==> src/rtl/exe_unit.sv <==
// Execute stage: single-cycle ALU/branch/jump ops plus an iterative restoring divider.
// All outputs are registered; a valid/ready handshake stalls upstream while dividing.
module exe_unit #(
  parameter int unsigned XLEN   = 32,
  parameter int unsigned DIV_EN = 1
) (
  input  logic            clk,
  input  logic            rst,
  input  logic            in_valid,
  output logic            in_ready,
  input  logic [4:0]      optype,
  input  logic            use_imm,
  input  logic [XLEN-1:0] data1,
  input  logic [XLEN-1:0] data2,
  input  logic [XLEN-1:0] immediate,
  input  logic [XLEN-1:0] offset,
  input  logic [XLEN-1:0] ins_addr,
  output logic            out_valid,
  output logic            write_reg,
  output logic [XLEN-1:0] res,
  output logic            jmp_en,
  output logic [XLEN-1:0] jmp_addr,
  output logic            clr
);

  localparam int unsigned SHW = $clog2(XLEN);
  localparam logic [XLEN-1:0] MIN_NEG = {1'b1, {(XLEN-1){1'b0}}};

  localparam logic [4:0] OP_ADD = 5'd0,  OP_SUB  = 5'd1,  OP_AND   = 5'd2,  OP_OR   = 5'd3;
  localparam logic [4:0] OP_XOR = 5'd4,  OP_SLL  = 5'd5,  OP_SRL   = 5'd6,  OP_SRA  = 5'd7;
  localparam logic [4:0] OP_SLT = 5'd8,  OP_SLTU = 5'd9,  OP_LUI   = 5'd10, OP_AUIPC = 5'd11;
  localparam logic [4:0] OP_JAL = 5'd12, OP_JALR = 5'd13, OP_BEQ   = 5'd14, OP_BNE  = 5'd15;
  localparam logic [4:0] OP_BLT = 5'd16, OP_BGE  = 5'd17, OP_BLTU  = 5'd18, OP_BGEU = 5'd19;
  localparam logic [4:0] OP_DIV = 5'd20, OP_DIVU = 5'd21, OP_REM   = 5'd22, OP_REMU = 5'd23;

  typedef enum logic [1:0] {IDLE, DIV, DONE} state_t;

  state_t             state;
  logic [SHW-1:0]     cnt;
  logic [XLEN-1:0]    dvsr;
  logic [XLEN-1:0]    quot_r;
  logic [XLEN-1:0]    rem_r;
  logic               q_neg;
  logic               r_neg;
  logic               is_rem;
  logic               spec;
  logic [XLEN-1:0]    spec_val;

  logic [XLEN-1:0]    op_b;
  logic [XLEN-1:0]    alu_res;
  logic               alu_wr;
  logic               alu_jmp;
  logic [XLEN-1:0]    alu_jaddr;
  logic               alu_div;
  logic               taken;

  assign op_b = use_imm ? immediate : data2;

  // Single-cycle result, write enable and redirect for the offered instruction
  always_comb begin
    alu_res   = '0;
    alu_wr    = 1'b1;
    alu_jmp   = 1'b0;
    alu_jaddr = ins_addr + offset;
    alu_div   = 1'b0;
    taken     = 1'b0;
    case (optype)
      OP_ADD:   alu_res = data1 + op_b;
      OP_SUB:   alu_res = data1 - op_b;
      OP_AND:   alu_res = data1 & op_b;
      OP_OR:    alu_res = data1 | op_b;
      OP_XOR:   alu_res = data1 ^ op_b;
      OP_SLL:   alu_res = data1 << op_b[SHW-1:0];
      OP_SRL:   alu_res = data1 >> op_b[SHW-1:0];
      OP_SRA:   alu_res = XLEN'($signed(data1) >>> op_b[SHW-1:0]);
      OP_SLT:   alu_res = XLEN'($signed(data1) < $signed(op_b));
      OP_SLTU:  alu_res = XLEN'(data1 < op_b);
      OP_LUI:   alu_res = immediate;
      OP_AUIPC: alu_res = ins_addr + immediate;
      OP_JAL: begin
        alu_res = ins_addr + XLEN'(4);
        alu_jmp = 1'b1;
      end
      OP_JALR: begin
        alu_res   = ins_addr + XLEN'(4);
        alu_jmp   = 1'b1;
        alu_jaddr = (data1 + immediate) & ~XLEN'(1);
      end
      OP_BEQ, OP_BNE, OP_BLT, OP_BGE, OP_BLTU, OP_BGEU: begin
        alu_wr = 1'b0;
        case (optype)
          OP_BEQ:  taken = (data1 == data2);
          OP_BNE:  taken = (data1 != data2);
          OP_BLT:  taken = ($signed(data1) < $signed(data2));
          OP_BGE:  taken = ($signed(data1) >= $signed(data2));
          OP_BLTU: taken = (data1 < data2);
          default: taken = (data1 >= data2);
        endcase
        alu_jmp = taken;
      end
      OP_DIV, OP_DIVU, OP_REM, OP_REMU: begin
        if (DIV_EN != 0) alu_div = 1'b1;
        else             alu_wr  = 1'b0;
      end
      default: alu_wr = 1'b0;
    endcase
  end

  // Operand preparation for a divide: magnitudes, result signs and special cases
  logic            sgn_op;
  logic            a_neg;
  logic            b_neg;
  logic            b_zero;
  logic            ovf;
  logic [XLEN-1:0] a_mag;
  logic [XLEN-1:0] b_mag;
  logic [XLEN-1:0] spec_nx;

  always_comb begin
    sgn_op  = ~optype[0];
    a_neg   = sgn_op & data1[XLEN-1];
    b_neg   = sgn_op & op_b[XLEN-1];
    a_mag   = a_neg ? -data1 : data1;
    b_mag   = b_neg ? -op_b : op_b;
    b_zero  = (op_b == '0);
    ovf     = sgn_op & (data1 == MIN_NEG) & (&op_b);
    spec_nx = b_zero ? (optype[1] ? data1 : '1) : (optype[1] ? '0 : data1);
  end

  // One restoring shift-subtract step and the sign-corrected final value
  logic [XLEN:0]   trial;
  logic            ge;
  logic [XLEN-1:0] rem_nx;
  logic [XLEN-1:0] quot_nx;
  logic [XLEN-1:0] div_res;

  always_comb begin
    trial   = {rem_r, quot_r[XLEN-1]};
    ge      = (trial >= {1'b0, dvsr});
    rem_nx  = ge ? XLEN'(trial - {1'b0, dvsr}) : trial[XLEN-1:0];
    quot_nx = {quot_r[XLEN-2:0], ge};
    if (spec)        div_res = spec_val;
    else if (is_rem) div_res = r_neg ? -rem_nx : rem_nx;
    else             div_res = q_neg ? -quot_nx : quot_nx;
  end

  always_ff @(posedge clk or negedge rst) begin
    if (!rst) begin
      state     <= IDLE;
      in_ready  <= 1'b1;
      out_valid <= 1'b0;
      write_reg <= 1'b0;
      res       <= '0;
      jmp_en    <= 1'b0;
      jmp_addr  <= '0;
      clr       <= 1'b0;
      cnt       <= '0;
      dvsr      <= '0;
      quot_r    <= '0;
      rem_r     <= '0;
      q_neg     <= 1'b0;
      r_neg     <= 1'b0;
      is_rem    <= 1'b0;
      spec      <= 1'b0;
      spec_val  <= '0;
    end else begin
      out_valid <= 1'b0;
      jmp_en    <= 1'b0;
      clr       <= 1'b0;
      case (state)
        IDLE, DONE: begin
          state <= IDLE;
          if (in_valid && in_ready) begin
            if (alu_div) begin
              state    <= DIV;
              in_ready <= 1'b0;
              cnt      <= SHW'(XLEN-1);
              dvsr     <= b_mag;
              quot_r   <= a_mag;
              rem_r    <= '0;
              q_neg    <= (a_neg ^ b_neg) & ~b_zero;
              r_neg    <= a_neg;
              is_rem   <= optype[1];
              spec     <= b_zero | ovf;
              spec_val <= spec_nx;
            end else begin
              out_valid <= 1'b1;
              write_reg <= alu_wr;
              jmp_en    <= alu_jmp;
              clr       <= alu_jmp;
              if (alu_wr)  res      <= alu_res;
              if (alu_jmp) jmp_addr <= alu_jaddr;
            end
          end
        end
        DIV: begin
          quot_r <= quot_nx;
          rem_r  <= rem_nx;
          cnt    <= cnt - SHW'(1);
          if (cnt == '0) begin
            state     <= DONE;
            in_ready  <= 1'b1;
            out_valid <= 1'b1;
            write_reg <= 1'b1;
            res       <= div_res;
          end
        end
        default: state <= IDLE;
      endcase
    end
  end

endmodule

==> config.mk <==
export PLATFORM = sky130hd
export DESIGN_NAME = exe_unit
export DESIGN_NICKNAME = d
export VERILOG_FILES = /design/src/rtl/exe_unit.sv
export SDC_FILE = /design/constraint.sdc
export NUM_CORES = 2
export LEC_CHECK = 0
export BUFFER_PORTS_ARGS = -buffer_cell sky130_fd_sc_hd__buf_4
export CORE_AREA = 5 5 284 286
export DETAILED_ROUTE_END_ITERATION = 10
export DIE_AREA = 0 0 289 291
export GPL_TIMING_DRIVEN = 0
export PLACE_DENSITY = 0.63
export SYNTH_ARGS = -nofsm -noshare
export SYNTH_HDL_FRONTEND = slang
export SYNTH_SLANG_ARGS = --single-unit
==> constraint.sdc <==
create_clock -name clk -period 15.6 [get_ports clk]
set_clock_uncertainty 0.05 [all_clocks]
set_input_delay 2.34 -clock clk [delete_from_list [all_inputs] [get_ports clk]]
set_output_delay 2.34 -clock clk [all_outputs]
set_load 0.01 [all_outputs]
# Word level (Yosys, flattened, before mapping)
# Cells that the tools add are included.
classes:
  addsub: 12
  n_lt_le_gt_ge: 7
  n_eq_ne: 33
  shifts: 3
  mux: 49
  n_bitwise: 13
  n_reduce_logical: 18
ops:
  columns: ["cell", "n"]
  rows:
  - ["32-bit 2-to-1 mux", 20]
  - ["32-bit one-hot mux with 13 select lines", 1]
  - ["32-bit one-hot mux with 2 select lines", 3]
  - ["32-bit adder", 4]
  - ["32-bit less-than comparator", 4]
  - ["32-bit negation", 4]
  - ["32-bit >= comparator", 2]
  - ["32-bit subtractor", 2]
  - ["5-bit by 4-bit equality test with 1-bit output (second input constant)", 8]
  - ["5-bit equality test (second input constant)", 8]
  - ["33-bit by 32-bit >= comparator with 1-bit output", 1]
  - ["32-bit by 3-bit adder with 32-bit output (second input constant)", 1]
  - ["32-bit bitwise AND", 1]
  - ["32-bit equality test", 1]
  - ["32-bit equality test (second input constant)", 1]
  - ["32-bit zero test", 1]
  - ["32-bit != test", 1]
  - ["32-bit bitwise OR", 1]
  - ["32-bit AND reduction", 1]
  - ["32-bit by 5-bit left shift with 32-bit output", 1]
  - ["32-bit by 5-bit right shift with 32-bit output", 1]
  - ["32-bit by 5-bit >>> shifter with 32-bit output", 1]
  - ["32-bit XOR", 1]
  - ["5-bit by 3-bit equality test with 1-bit output (second input constant)", 4]
  - ["28 further kinds", 62]
totals:
  regBits: 207
  input_bits: 169
  out_inout_bits: 69
  elab_cells: 151

# Logic depth before layout (Yosys ltp)
logic_depth:
  word_depth: 8
  ltp_mapped: 28
  ltp_nobuf: 23

# Worst setup path before layout
# No wires, ideal clock.
synth_path:
  kind: "input -> register"
  from: "in use_imm"
  to: "reg res[27]"
  setup_ns: 0.136
  arrival_ns: 7.315
  required_ns: 15.414
  setup_slack_ns: 8.098
  path_stages: 18
  n_path_buf: 4
  cell_sequence: "buf_2 clkbuf_1 clkbuf_1 clkbuf_1 mux2i_1 ha_1 inv_1 nand3_1 or4_1 o31a_1 o21a_1 o31a_1 o31ai_2 a41oi_1 and2_1 a221o_1 a2111oi_0 o21ai_0"
synth_between:
  elab_chain_len: 7
  elab_cells_between_ends: 14
  cone_classes: "add/sub: 2; shift: 3; mux: 6; bitwise: 3"
synth_lines:
  columns: ["element", "line", "source"]
  rows:
  - ["from (decl)", "12", "input logic use_imm,"]
  - ["32-bit 2-to-1 mux *", "57", "assign op_b = use_imm ? immediate : data2;"]
  - ["32-bit subtractor (tied with other cells)", "69", "OP_SUB: alu_res = data1 - op_b;"]
  - ["32-bit one-hot mux with 13 select lines *", "67", "case (optype)"]
  - ["32-bit 2-to-1 mux *", "191", "if (alu_wr) res <= alu_res;"]
  - ["32-bit 2-to-1 mux *", "174", "if (alu_div) begin"]
  - ["32-bit 2-to-1 mux *", "173", "if (in_valid && in_ready) begin"]
  - ["32-bit one-hot mux with 2 select lines *", "170", "case (state)"]
  - ["to (signal assigned)", "191", null]
  - ["to (signal assigned)", "205", "res <= div_res;"]
  - ["to (decl)", "20", "output logic [XLEN-1:0] res,"]
# Every way passes the cells marked *; elsewhere a longest branch is shown, timed or not. The select of a mux whose other input is x is not followed.
# A chain may end at the register's enable or synchronous reset.

# Final worst setup path
layout_path:
  from: "in use_imm"
  to: "reg res[0]"
layout_between:
  elab_chain_len: 7
  elab_cells_between_ends: 16
  cone_classes: "add/sub: 2; order compare: 2; shift: 3; mux: 6; bitwise: 3"
layout_lines:
  columns: ["element", "line"]
  rows:
  - ["32-bit 2-to-1 mux *", "57"]
  - ["32-bit subtractor (tied with other cells)", "69"]
  - ["32-bit one-hot mux with 13 select lines *", "67"]
  - ["32-bit 2-to-1 mux *", "191"]
  - ["32-bit 2-to-1 mux *", "174"]
  - ["32-bit 2-to-1 mux *", "173"]
  - ["32-bit one-hot mux with 2 select lines *", "170"]
# Marks and branches as above.

==> results.py <==
metrics = {
    "clock_network": {
        "ctsResizeCount": 0,
        "cts_root_buf": "clkbuf_16",
        "clkSinkCount": 207,
        "htree_num_levels": 1,
        "cts_tree": "built",
        "insertion_delay_ns": 0.62,
        "post_cts_buffers": 0,
        "postCtsHoldBufs": 0,
        "clkTransAtPathRegs_ns": 0.06,
        "cts_buffers": 28,
        "cts.path.max_buffers": 3,
    },
    "yosys": {
        "yosysWarnings": 0,
        "synth_edf_count": 0,
        "synth_flop_cell": "dfrtp_1",
        "ys_seq_area_share_pct": 17.64,
        "async_reset_ff_share_pct": 100.0,
        "synth_cell_types": 100,
        "synth_common_cells": "o21ai_0, nand2_1, nor2_1, a21oi_1, ha_1",
        "syn_area_per_cell_um2": 7.278,
        "synth_area_um2": 29370,
        "yosysMostFrequentCell": "o21ai_0",
        "yosys.area.top_type_share_pct": 17.55,
        "yosys-top-cells-area": "dfrtp_1, ha_1, o21ai_0",
        "yosys.area.top_type": "dfrtp_1",
        "ys_seq_elements": 207,
        "syn-num-nets": 4470,
        "syn_inst": 4035,
    },
    "power_and_ir_drop": {
        "peakVddDrop_mv": 0.1260,
        "leakagePower_nw": 14.45,
        "powerDensity_nw_per_um2": 165.9,
    },
    "place": {
        "pre_cts_ws_ns": 4.370,
        "routabilityCongestion": 1.060,
        "portBuffers": 232,
        "hpwl_um": 151700,
    },
    "setup_path": {
        "cp_max_fo": 11,
        "worstPathArrival_ns": 11.59,
        "crit_path_end_kind": "register",
        "r2r-end": "res[12]$_DFFE_PN0P_",
        "crit_required_ns": 16.01,
        "crit-reg2reg-launch": "rem_r[13]$_DFFE_PN0P_",
        "worst-r2r-setup-slack_ns": 8.60,
        "slowest_stage": "buf_1",
        "crit_top_cell": "clkbuf_1",
        "r2r_cells": 24,
        "worstSetupPathType": "in2reg",
        "timing.critical_path.from": "use_imm",
        "cp-endpoint": "res[0]$_DFFE_PN0P_",
        "crit_chain": "buf_2 -> clkbuf_1 -> o21a_1 -> clkbuf_1 -> clkbuf_1 -> clkbuf_1 -> buf_1 -> ha_1 -> clkbuf_1 -> o21bai_1 -> a21oi_1 -> o21bai_1 -> a21oi_1 -> o31ai_1 -> a221oi_1 -> o41ai_1 -> a21oi_1 -> o41ai_1 -> a211oi_1 -> o21ai_0 -> a32o_1 -> a21oi_1",
        "cpPeakStageDelay_ns": 0.79,
        "worstSetupStartpointType": "input pin",
    },
    "routing": {
        "routedWlPerCell_um": 34.92,
        "viasPerCell": 6.569,
        "drc": 0,
        "wl_um": 187800,
        "drtIter0Drc": 4646,
        "drtAntennaViolNets": 0,
        "first_pass_iters": 6,
        "vias": 35329,
    },
    "die": {
        "core_area_um2": 78100,
        "initial_utilization_pct": 37.60,
        "die_h_um": 291,
        "dieArea_um2": 84100,
        "io_pins": 238,
        "rows": 103,
        "die_w_um": 289,
    },
    "grt": {
        "grt_pass1_wl_um": 257100,
        "grt_max_degree": 120,
        "grt_pass1_vias": 33482,
        "grtUsageTotal_pct": 42.48,
        "overflow": 0,
        "antenna_found_initial": 7,
    },
    "sta": {
        "setup_viol": 0,
        "timing.hold.ws_ns": 0.4271,
        "finalHoldViolCount": 0,
        "slew_headroom_pct": -15.91,
        "maxSlewViolCount": 9,
        "min_period_ns": 11.18,
        "worst_slew_pin_slew_ns": 1.735,
        "setup_tns_ns": 0,
        "max_freq_mhz": 89.43,
        "post-route-period-util_pct": 71.68,
        "fin_ws_ns": 4.419,
        "rsz0062_at_grt": "false",
    },
    "worst_hold_path": {
        "min_from": "dvsr[16]$_DFFE_PN0P_",
        "hold_path_class": "reg2reg",
    },
    "cells_and_area": {
        "layout.nets": 4736,
        "drive_gt1_share_pct": 8.790,
        "areaGrowthSynthToFinish_pct": 13.96,
    },
    "flow_run": {
        "maxCapViolCount": 4,
    },
    "status": {
        "status": "complete, but fails checks",
        "violations": "capacitance limit, slew limit",
    },
}
[where the power goes]
group	internal [W]	total (W)	switching, W
combinational	0.00132	0.00388	0.00256
clock	0.000394	0.000695	0.000301
sequential	0.000753	0.000977	0.000224
total	0.00246	0.00555	0.00309
[worst min path at each step]
stage,to,cells after the start
2_1_floorplan,cnt[3]$_DFFE_PN0P_,1
3_3_place_gp,cnt[3]$_DFFE_PN0P_,1
3_5_place_dp,cnt[3]$_DFFE_PN0P_,1
4_1_cts,cnt[3]$_DFFE_PN0P_,1
5_1_grt,cnt[3]$_DFFE_PN0P_,1
6_report,dvsr[16]$_DFFE_PN0P_,2
[area by class of cell]
| type | count | area (um^2) |
|---|---|---|
| antenna | 5 | 12.51 |
| buffer | 248 | 968.4 |
| clock buffer | 39 | 802.0 |
| clock inverter | 13 | 155.1 |
| fill | 8283 | 44630 |
| inverter | 218 | 818.3 |
| multi-input combinational | 3362 | 22410 |
| sequential | 207 | 5181 |
| tap | 1050 | 1314 |
| timing repair buffer | 236 | 1804 |
[cells in the final DEF, fill, tap and decap left out, types with 42 or more instances in the layout]
| cell type | synthesis | layout |
|---|---|---|
| o21ai_0 | 435 | 435 |
| nand2_1 | 397 | 397 |
| nor2_1 | 352 | 351 |
| a21oi_1 | 302 | 302 |
| ha_1 | 260 | 260 |
| buf_4 | 2 | 233 |
| clkbuf_1 | 212 | 217 |
| inv_1 | 211 | 211 |
| dfrtp_1 | 206 | 206 |
| xnor2_1 | 162 | 162 |
| mux2i_1 | 156 | 155 |
| nand3_1 | 125 | 125 |
| nor3_1 | 86 | 85 |
| xor2_1 | 83 | 83 |
| a21o_1 | 77 | 77 |
| a31oi_1 | 58 | 58 |
| a22oi_1 | 57 | 57 |
| o211ai_1 | 50 | 50 |
| a221oi_1 | 42 | 42 |
[metrics by stage]
step	area, um^2	total power, W	instances	utilization (%)
CTS	33450	0.005426	5372	42.83
detailed placement	32490	0.004718	5320	41.60
floorplan	29370	0.003271	4035	-
global placement	32420	0.004709	5317	41.51
global route	33450	0.005806	5373	42.83
finish	33460	0.005553	5378	42.85
[cell families (layout without fill, tap and decap cells)]
logic type,count (synthesis),count (layout),share of synthesized area [%]
AOI/OAI and AO/OA,1402,1402,30.66
adders and majority gates,298,298,12.58
muxes,169,169,6.029
and+or+nand+nor,1248,1248,19.70
xor gates and xnor gates,245,245,7.307
other,0,5,0
DFF,207,207,17.64
buffers and inverters,466,754,6.084
[per-layer routing]
layer / global-route usage, % / up-vias / routed length (um)
met2: 63.32 / 2332 / 78380
met3: 10.16 / 496 / 20070
met5: 0 / - / 0
met4: 25.85 / 0 / 15280
li1: - / 15327 / -
met1: 55.32 / 17174 / 74080
[critical path: cells and delay by family]
family | cells | cell delay [ns]
buffers and inverters | 7 | 3.77
adders and majority gates | 1 | 0.38
AOI/OAI and AO/OA | 14 | 5.02
(Power assumes the default switching activity.)
